--- src/rtl/dp_scheduler.sv ---
// Two-requester round-robin front end that issues one op at a time to the datapath and returns a done pulse.
// Legal op: PULSE_CYC issue cycles + 3..DRAIN_MAX drain cycles + 1 resp cycle; ready only in IDLE, so requesters stall until done.
module dp_scheduler #(
    parameter int PULSE_CYC = 3,
    parameter int DRAIN_MAX = 15
) (
    input  logic       clk,
    input  logic       rst,
    input  logic       a_valid,
    input  logic [2:0] a_op,
    input  logic [7:0] a_data,
    output logic       a_ready,
    output logic       a_done,
    input  logic       b_valid,
    input  logic [2:0] b_op,
    input  logic [7:0] b_data,
    output logic       b_ready,
    output logic       b_done,
    output logic       resp_ovf,
    output logic       resp_err,
    output logic       resp_timeout,
    output logic       dp_new_instruction,
    output logic [2:0] dp_instruction,
    output logic [7:0] dp_data,
    input  logic       dp_ready,
    input  logic       dp_overflow
);

    typedef enum logic [1:0] {IDLE, ISSUE, DRAIN, RESP} state_t;

    localparam logic [2:0] OP_ADD     = 3'd1;
    localparam logic [2:0] OP_SUB     = 3'd2;
    localparam logic [2:0] OP_LAST    = 3'd4;
    localparam logic [2:0] INSTR_NOP  = 3'b101;
    localparam logic [3:0] ISSUE_LAST = 4'(PULSE_CYC - 1);
    localparam logic [3:0] DRAIN_LAST = 4'(DRAIN_MAX - 1);
    localparam logic [3:0] READY_LAG  = 4'd2;

    state_t     state_q, state_d;
    logic       ptr_q, ptr_d;
    logic       owner_q, owner_d;
    logic [2:0] op_q, op_d;
    logic [3:0] cnt_q, cnt_d;
    logic       ovf_q, ovf_d;
    logic       dp_new_q, dp_new_d;
    logic [2:0] dp_instr_q, dp_instr_d;
    logic [7:0] dp_data_q, dp_data_d;
    logic       a_done_q, a_done_d;
    logic       b_done_q, b_done_d;
    logic       rovf_q, rovf_d;
    logic       rerr_q, rerr_d;
    logic       rto_q, rto_d;

    logic       grant_b;
    logic       accept;
    logic [2:0] sel_op;
    logic [7:0] sel_data;

    // B wins when it is the only requester or when the pointer favours it.
    assign grant_b  = b_valid & (~a_valid | ptr_q);
    assign a_ready  = (state_q == IDLE) & a_valid & ~grant_b;
    assign b_ready  = (state_q == IDLE) & grant_b;
    assign accept   = a_ready | b_ready;
    assign sel_op   = grant_b ? b_op : a_op;
    assign sel_data = grant_b ? b_data : a_data;

    always_comb begin
        state_d    = state_q;
        ptr_d      = ptr_q;
        owner_d    = owner_q;
        op_d       = op_q;
        cnt_d      = cnt_q;
        ovf_d      = ovf_q;
        dp_new_d   = dp_new_q;
        dp_instr_d = dp_instr_q;
        dp_data_d  = dp_data_q;
        a_done_d   = 1'b0;
        b_done_d   = 1'b0;
        rovf_d     = 1'b0;
        rerr_d     = 1'b0;
        rto_d      = 1'b0;
        case (state_q)
            IDLE: begin
                if (accept) begin
                    ptr_d   = ~ptr_q;
                    owner_d = grant_b;
                    op_d    = sel_op;
                    cnt_d   = 4'd0;
                    ovf_d   = 1'b0;
                    if (sel_op <= OP_LAST) begin
                        state_d    = ISSUE;
                        dp_new_d   = 1'b1;
                        dp_instr_d = sel_op;
                        dp_data_d  = sel_data;
                    end else begin
                        // Illegal op never touches the datapath.
                        state_d  = RESP;
                        a_done_d = ~grant_b;
                        b_done_d = grant_b;
                        rerr_d   = 1'b1;
                    end
                end
            end
            ISSUE: begin
                if (cnt_q == ISSUE_LAST) begin
                    state_d    = DRAIN;
                    cnt_d      = 4'd0;
                    dp_new_d   = 1'b0;
                    dp_instr_d = INSTR_NOP;
                    ovf_d      = ((op_q == OP_ADD) || (op_q == OP_SUB)) & dp_overflow;
                end else begin
                    cnt_d = cnt_q + 4'd1;
                end
            end
            DRAIN: begin
                // dp_ready lags the new instruction, so the first two drain cycles see a stale value.
                if ((cnt_q >= READY_LAG) && dp_ready) begin
                    state_d  = RESP;
                    a_done_d = ~owner_q;
                    b_done_d = owner_q;
                    rovf_d   = ovf_q;
                end else if (cnt_q == DRAIN_LAST) begin
                    state_d  = RESP;
                    a_done_d = ~owner_q;
                    b_done_d = owner_q;
                    rovf_d   = ovf_q;
                    rto_d    = 1'b1;
                end else begin
                    cnt_d = cnt_q + 4'd1;
                end
            end
            RESP: begin
                state_d = IDLE;
                cnt_d   = 4'd0;
            end
            default: state_d = IDLE;
        endcase
    end

    always_ff @(posedge clk or posedge rst) begin
        if (rst) begin
            state_q    <= IDLE;
            ptr_q      <= 1'b0;
            owner_q    <= 1'b0;
            op_q       <= 3'd0;
            cnt_q      <= 4'd0;
            ovf_q      <= 1'b0;
            dp_new_q   <= 1'b0;
            dp_instr_q <= INSTR_NOP;
            dp_data_q  <= 8'd0;
            a_done_q   <= 1'b0;
            b_done_q   <= 1'b0;
            rovf_q     <= 1'b0;
            rerr_q     <= 1'b0;
            rto_q      <= 1'b0;
        end else begin
            state_q    <= state_d;
            ptr_q      <= ptr_d;
            owner_q    <= owner_d;
            op_q       <= op_d;
            cnt_q      <= cnt_d;
            ovf_q      <= ovf_d;
            dp_new_q   <= dp_new_d;
            dp_instr_q <= dp_instr_d;
            dp_data_q  <= dp_data_d;
            a_done_q   <= a_done_d;
            b_done_q   <= b_done_d;
            rovf_q     <= rovf_d;
            rerr_q     <= rerr_d;
            rto_q      <= rto_d;
        end
    end

    assign a_done             = a_done_q;
    assign b_done             = b_done_q;
    assign resp_ovf           = rovf_q;
    assign resp_err           = rerr_q;
    assign resp_timeout       = rto_q;
    assign dp_new_instruction = dp_new_q;
    assign dp_instruction     = dp_instr_q;
    assign dp_data            = dp_data_q;

endmodule

--- config.mk ---
export PLATFORM = sky130hd
export DESIGN_NAME = dp_scheduler
export DESIGN_NICKNAME = d
export VERILOG_FILES = /design/src/rtl/dp_scheduler.sv
export SDC_FILE = /design/constraint.sdc
export NUM_CORES = 1
export LEC_CHECK = 0
export CORE_AREA = 5 5 63 65
export DETAILED_ROUTE_END_ITERATION = 8
export DIE_AREA = 0 0 68 70
export GPL_ROUTABILITY_DRIVEN = 0
export MAX_ROUTING_LAYER = met4
export PLACE_DENSITY = 0.88
export RECOVER_POWER = 100
export SETUP_SLACK_MARGIN = 0.5
export SKIP_LAST_GASP = 1
export SLEW_MARGIN = 20
export SYNTH_ARGS = -nofsm -noshare
export SYNTH_HDL_FRONTEND = slang
export SYNTH_SLANG_ARGS = --single-unit
--- constraint.sdc ---
create_clock -name clk -period 4.1 [get_ports clk]
set_clock_uncertainty 0.15 [all_clocks]
set_input_delay 0.615 -clock clk [delete_from_list [all_inputs] [get_ports clk]]
set_output_delay 0.615 -clock clk [all_outputs]
set_load 0.02 [all_outputs]
==> results by group <==
Status
  • Status: complete, no violations

Timing
  • Final setup violation count: 0
  • Final hold vios: 0
  • Upper clock frequency limit: 0.296 GHz
  • Tcrit/Tclk final: 82.5%
  • Slew @ Worst Pin: 1040 ps
  • Final Slew Violations: 0
  • Sum of negative setup slack: 0 ps
  • Relative slew slack: 30.3%
  • RSZ-0062 raised after global routing: false
  • Tmin final: 3380 ps

Clocking
  • PostCTS Resize Cnt: 0
  • CTS tree: done
  • TritonCTS Sinks: 29
  • CTS Buffer Depth: 2
  • H-tree levels: 2
  • Clk slew on worst S/H paths: 100 ps
  • CTS buffer count: 5
  • Cts hold-fix bufs: 0
  • Number of setup buffers added after CTS: 0
  • Root Driver: clkbuf_4
  • Clock latency on the worst-skew pair: 320 ps

Detailed routing
  • Vias per cell: 5.93
  • Initial detailed-routing violation count: 117
  • WL/cell: 15.9 microns
  • Vias post-DR: 1507
  • DRC viols: 0
  • Routed WL: 4.03 mm
  • Post-DRT Antenna Nets: 0
  • Pre-Repair DR Iteration Count: 4

Setup path
  • CP arrival: 2620 ps
  • Critical Path Max Stage Delay: 670 ps
  • Worst setup EP type: output port
  • Crit-path leading delay family: buffers and inverters
  • FF-to-FF Start: state_q[0]$_DFFE_PP0P_
  • Worst Path Required: 3340 ps
  • Reg2Reg Depth: 5
  • CP max-delay cell: dlygate4sd3_1
  • Worst R2R End: dp_instruction[1]$_DFFE_PP0P_
  • Worst-path cell chain: dlygate4sd3_1 -> nand2b_1 -> and2_0 -> nor2_1 -> dlygate4sd3_1
  • Crit path top cell by count: dlygate4sd3_1
  • Top fanout value on the critical path: 10
  • Critical path class: in2out
  • Critical path startpoint category: input port
  • Reg-to-reg setup timing slack: 1740 ps
  • Buffers & Inverters on Critical Path: 2

Global route
  • Largest net degree at the start of global routing: 30
  • Total gr overflow: 0
  • Number of global-route vias before repair: 1403
  • Initial antenna violation count: 0
  • First-pass GRT wire length: 6.62 mm
  • Total track usage: 18.6%

Final layout
  • Commonest cells after routing, fill and taps aside: 27 x dfrtp_1, 25 x clkdlybuf4s50_1, 23 x nand2_1
  • Filler cell count: 267
  • Finished Layout Cells: 254
  • Area of the multi-input gates: 791 sq um
  • Nets: 241
  • Area Overhead vs Synth: 32.0%
  • Sequential Area: 728 sq um
  • Most common cell after layout, fill and taps aside: dfrtp_1
  • Antenna Cells: 0
  • Layout cells sized above 1: 7.21%
  • Final Cell Area: 2160 sq um

Placement
  • Buffers on Ports: 46
  • Placed cell area: 2120 sq um
  • Post-detail-place hpwl: 2.85 mm
  • Post-Place Cells: 246

Synth
  • Top FF cell, synth: dfrtp_1
  • Synth area leaders: dfrtp_1 41%, a31oi_1 7.3%, nand2_1 5.3%
  • Share of async-settable or async-resettable flops after synthesis: 100%
  • Synth Register Bits: 29
  • Post-Synthesis Cell Area: 1640 sq um
  • Post-synth net total: 195
  • Synthesized instance count: 161
  • Synth warnings: 0
  • Syn Area/Cell: 10.2 sq um
  • Seq/Total Area, Yosys: 44.5%
  • Number of flops mapped to enable cells by yosys: 0
  • Area leader, netlist: dfrtp_1
  • Top-area cell type share of the netlist area: 41.3%
  • Synth cell types: 48

Floorplan
  • Starting density of the core: 49.8%
  • Die X-Extent: 68 microns
  • Die Span Y: 70 microns
  • Die Area: 4760 sq um
  • Row count: 21
  • IO Count: 47
  • Total core area: 3280 sq um

Job
  • Max-cap viol count: 0

Min path
  • Hold EP: resp_ovf$_DFF_PP0_
  • Tightest Hold Check Type: reg2reg
  • Hold Crit Depth: 1
  • Hold_sp: ovf_q$_DFFE_PP0P_

Power and ir drop
  • Tot Pwr: 1.46 mW
  • Leakage: 0.913 nW
  • Peak VDD IR: 359 uV
  • Pwr dens: 674 nW/um^2
[worst max path at each step]
stage | endpoint | from | cells past startpoint
floorplan | a_ready | a_valid | 4
global placement | a_ready | a_valid | 5
detailed placement | a_ready | a_valid | 5
CTS | a_ready | a_valid | 5
global route | a_ready | a_valid | 5
finish | a_ready | a_valid | 5
[metal layers]
layer	wire length, microns	up-vias	track usage, %
li1	-	700	-
met4	76	0	7.51
met5	0	-	-
met1	1660	734	25.1
met2	2010	64	27.8
met3	275	9	2.72
[cells by family (layout without fill, tap and decap cells)]
group,after synthesis,count (layout),synth area share (%)
AO/OA/AOI/OAI,58,58,27.3
XOR/XNOR,2,2,1.07
adder cells (fa/ha/maj),6,6,4.59
buffers and inverters,15,62,4.51
flip-flops,29,29,44.5
multiplexers,5,5,3.29
AND/OR/NAND/NOR,46,46,14.8
[cell usage after synthesis (2+ instances only)]
cell / count
buf_2: 2
o21ai_0: 2
and3_1: 2
dfstp_2: 2
a21o_1: 2
nand2_1: 23
o21ai_1: 5
a21oi_1: 3
dfrtp_1: 27
o21a_1: 2
buf_6: 2
a31oi_1: 19
nand3_1: 2
o31ai_1: 4
a311oi_1: 7
a21oi_2: 2
o2bb2ai_1: 2
ha_1: 6
mux2_1: 2
inv_1: 6
clkbuf_1: 5
nand2b_1: 3
mux2i_1: 2
and2_1: 2
nor2_1: 4
[layout make-up]
class / count / share of cell area, %
multi-input cells: 117 / 36.6
clock buffers: 7 / 2.55
flip-flops and latches: 29 / 33.7
repair buffers: 48 / 22.0
well taps: 46 / 2.67
inverters: 6 / 1.04
clock inverters: 1 / 1.39
[per-stage QoR]
step / hold slack (ps) / setup WS, ps / util, %
final: 342 / 716 / 65.8
after global routing: 342 / 628 / 65.8
after CTS: 337 / 969 / 67.1
after detailed placement: 315 / 982 / 64.5
after global placement: 319 / 1040 / 64.5
after floorplan: 288 / 1980 / -
[power breakdown]
| part | internal [mW] | switching, mW |
|---|---|---|
| sequential | 0.406 | 0.0724 |
| combinational | 0.317 | 0.416 |
| clock | 0.146 | 0.0991 |
| total | 0.869 | 0.587 |
[sequential cells by signal, indices dropped and copies added (netlist names)]
register and cells:
ptr_q 1, cnt_q 4, resp_err 1, state_q 2, b_done 1, dp_new_instruction 1, dp_instruction 3, resp_ovf 1
op_q 3, resp_timeout 1, owner_q 1, ovf_q 1, dp_data 8, a_done 1
(Power assumes the default switching activity.)
==> edit: new RTL, config.mk and constraints unchanged <==
Re-encode `state_t` (4 states) as one-hot, 4 bits wide.
--- a/src/rtl/dp_scheduler.sv
+++ b/src/rtl/dp_scheduler.sv
@@ -27,5 +27,5 @@
 );
 
-    typedef enum logic [1:0] {IDLE, ISSUE, DRAIN, RESP} state_t;
+    typedef enum logic [3:0] {IDLE = 4'b0001, ISSUE = 4'b0010, DRAIN = 4'b0100, RESP = 4'b1000} state_t;
 
     localparam logic [2:0] OP_ADD     = 3'd1;
Formal check against the unedited RTL: no difference found for any inputs over 10 cycles, from zero or initial values and one cycle with rst high; not proved beyond that.
==> edit against the unedited design <==
- the run now ends with max-capacitance violations, max-slew violations left
- routed wire length grew 2.7%
- setup slack improved by 0.093 ns
- total power is 11% lower
- sequential cell count rose by 2
- area after synthesis up 7.0%
- count of clock-buffer cells in the layout unchanged
- combinational power fell by 18%
- sequential share of layout area grew 1.0 points
- cell count did not move
- sequential power rose by 5.6%
- final area up 3.8%
- register-to-register slack lost 0.25 ns
- first-iteration DRC count down 40%
- largest power group unchanged
==> edit: results (changes against the unedited design) <==
[finish]
nets=237  ; -1.7%
stdcell_count=254  ; unchanged
largest_reg_flops=8  ; unchanged
layout-drive-gt1-share_pct=11.06  ; +3.8 points
diodes=0  ; unchanged

[setup_path]
reg2regPathDepth=3  ; -2
critPathMaxFanout=7  ; -3

[route]
routed-via-count=1440  ; -4.4%
routedWlPerCell_um=16.28  ; +2.7%
drc=0  ; unchanged
firstDrtPassIters=4  ; unchanged
drt_iter0_drc=70  ; -40%

[clocking]
ctsRootBufferMaster=clkbuf_4
clk_pin_slew_worst_paths_ns=0.09
htree_levels=2  ; unchanged
clockBufferDepth=2  ; unchanged
numCtsBuffers=5  ; unchanged
cts_setup_buffers=0  ; unchanged
clkLatencyLatePin_ns=0.35  ; +0.03 ns
cts_resized=0  ; unchanged

[synthesis]
netlist_instances=161  ; unchanged
async_flop_share_pct=100.0  ; unchanged
yosys_warnings=0  ; unchanged
synth.area.top_cells=dfrtp_1 40%, mux2i_1 5.1%, dfstp_2 4.5%, a21oi_1 3.7%, a31oi_1 2.9%
syn-num-nets=191  ; -2.1%
ys_seq_area_share_pct=44.50  ; about the same
synthTopCellsByCount=28 x dfrtp_1, 13 x a21oi_1, 9 x mux2i_1, 9 x nand2_1, 9 x nor2_1
synth_cell_type_count=56  ; +17%

[hold_path]
min_path_type=register to register
hold_depth=1  ; unchanged

[sta]
slew_violations=32  ; +32
worstMarginPinSlew_ns=1.607  ; +0.5626 ns

[power]
p_int_mw=0.7771  ; -11%
leakage_nw=0.9646  ; +5.7%
powerSeq_mw=0.505  ; +5.6%
vdd_drop_max_mv=0.4029  ; +12%
p_comb_share_pct=46.4  ; -3.9 points

[global_route]
grt_pass1_vias=1550  ; +10%
grt_max_degree=32  ; +6.7%
antenna_found_initial=0  ; unchanged
grt_pass1_wl_mm=7.065  ; +6.8%
gr-usage-all-layers_pct=20.26  ; +1.6 points

[placement]
io_buffers=46  ; unchanged
dp_hpwl_mm=3.127  ; +9.8%
place_area_um2=2221  ; +4.8%

[run_status]
violations=max-capacitance violations, max-slew violations
status=finished with violations

[run]
maxCapViolations=1  ; +1

edit: cells by family after synthesis:
family          synth area share, %
xor+xnor                      1.000
mux                           8.143
compound gates                21.93
flops                         44.50
buf+inv                       5.785
fa+ha+maj                     1.428
simple gates                  17.21
edit: layer usage:
| metal | global-route usage [%] | share of wire (%) | routed length (µm) | vias up |
|---|---|---|---|---|
| met5 | - | 0 | 0 | - |
| met1 | 24.41 | 42 | 1742 | 693 |
| met3 | 5.288 | 6.9 | 286 | 9 |
| met4 | 10.15 | 1.8 | 76 | 0 |
| met2 | 30.84 | 49 | 2031 | 47 |
| li1 | - | - | - | 691 |
edit: area by class of cell:
type                    instances  area (µm²)
clock buffers                   7       55.05
repair buffers                 50       479.2
well taps                      46       57.56
fillers                       259        1042
flip-flops and latches         31       779.5
clock inverters                 1       5.005
multi-input cells             113       843.3
inverters                       6       22.52
edit: metrics by stage:
stage	hold WS, ns	power [mW]	setup slack, ns
after floorplan	0.2881	0.9461	1.770
after global placement	0.3221	1.145	1.158
after detailed placement	0.3412	1.166	1.097
after CTS	0.3574	1.359	1.016
after global routing	0.3620	1.382	0.7081
final	0.3510	1.300	0.8090
edit: final timing paths:
path | start | end | slack [ns]
max | state_q[0] | b_ready | 0.81
min | ptr_q | ptr_q | 0.35
max reg2reg | state_q[0] | op_q[2] | 1.49
min reg2reg | ptr_q | ptr_q | 0.35
max in group asynchronous | rst | ptr_q | 1.76
min in group asynchronous | rst | dp_data[4] | 1.09
edit: worst max-delay path: stages (launching register included):
cell and delay, ns:
dfstp_1 0.67, or4b_1 0.61, nor2_1 0.20, dlygate4sd3_1 0.72
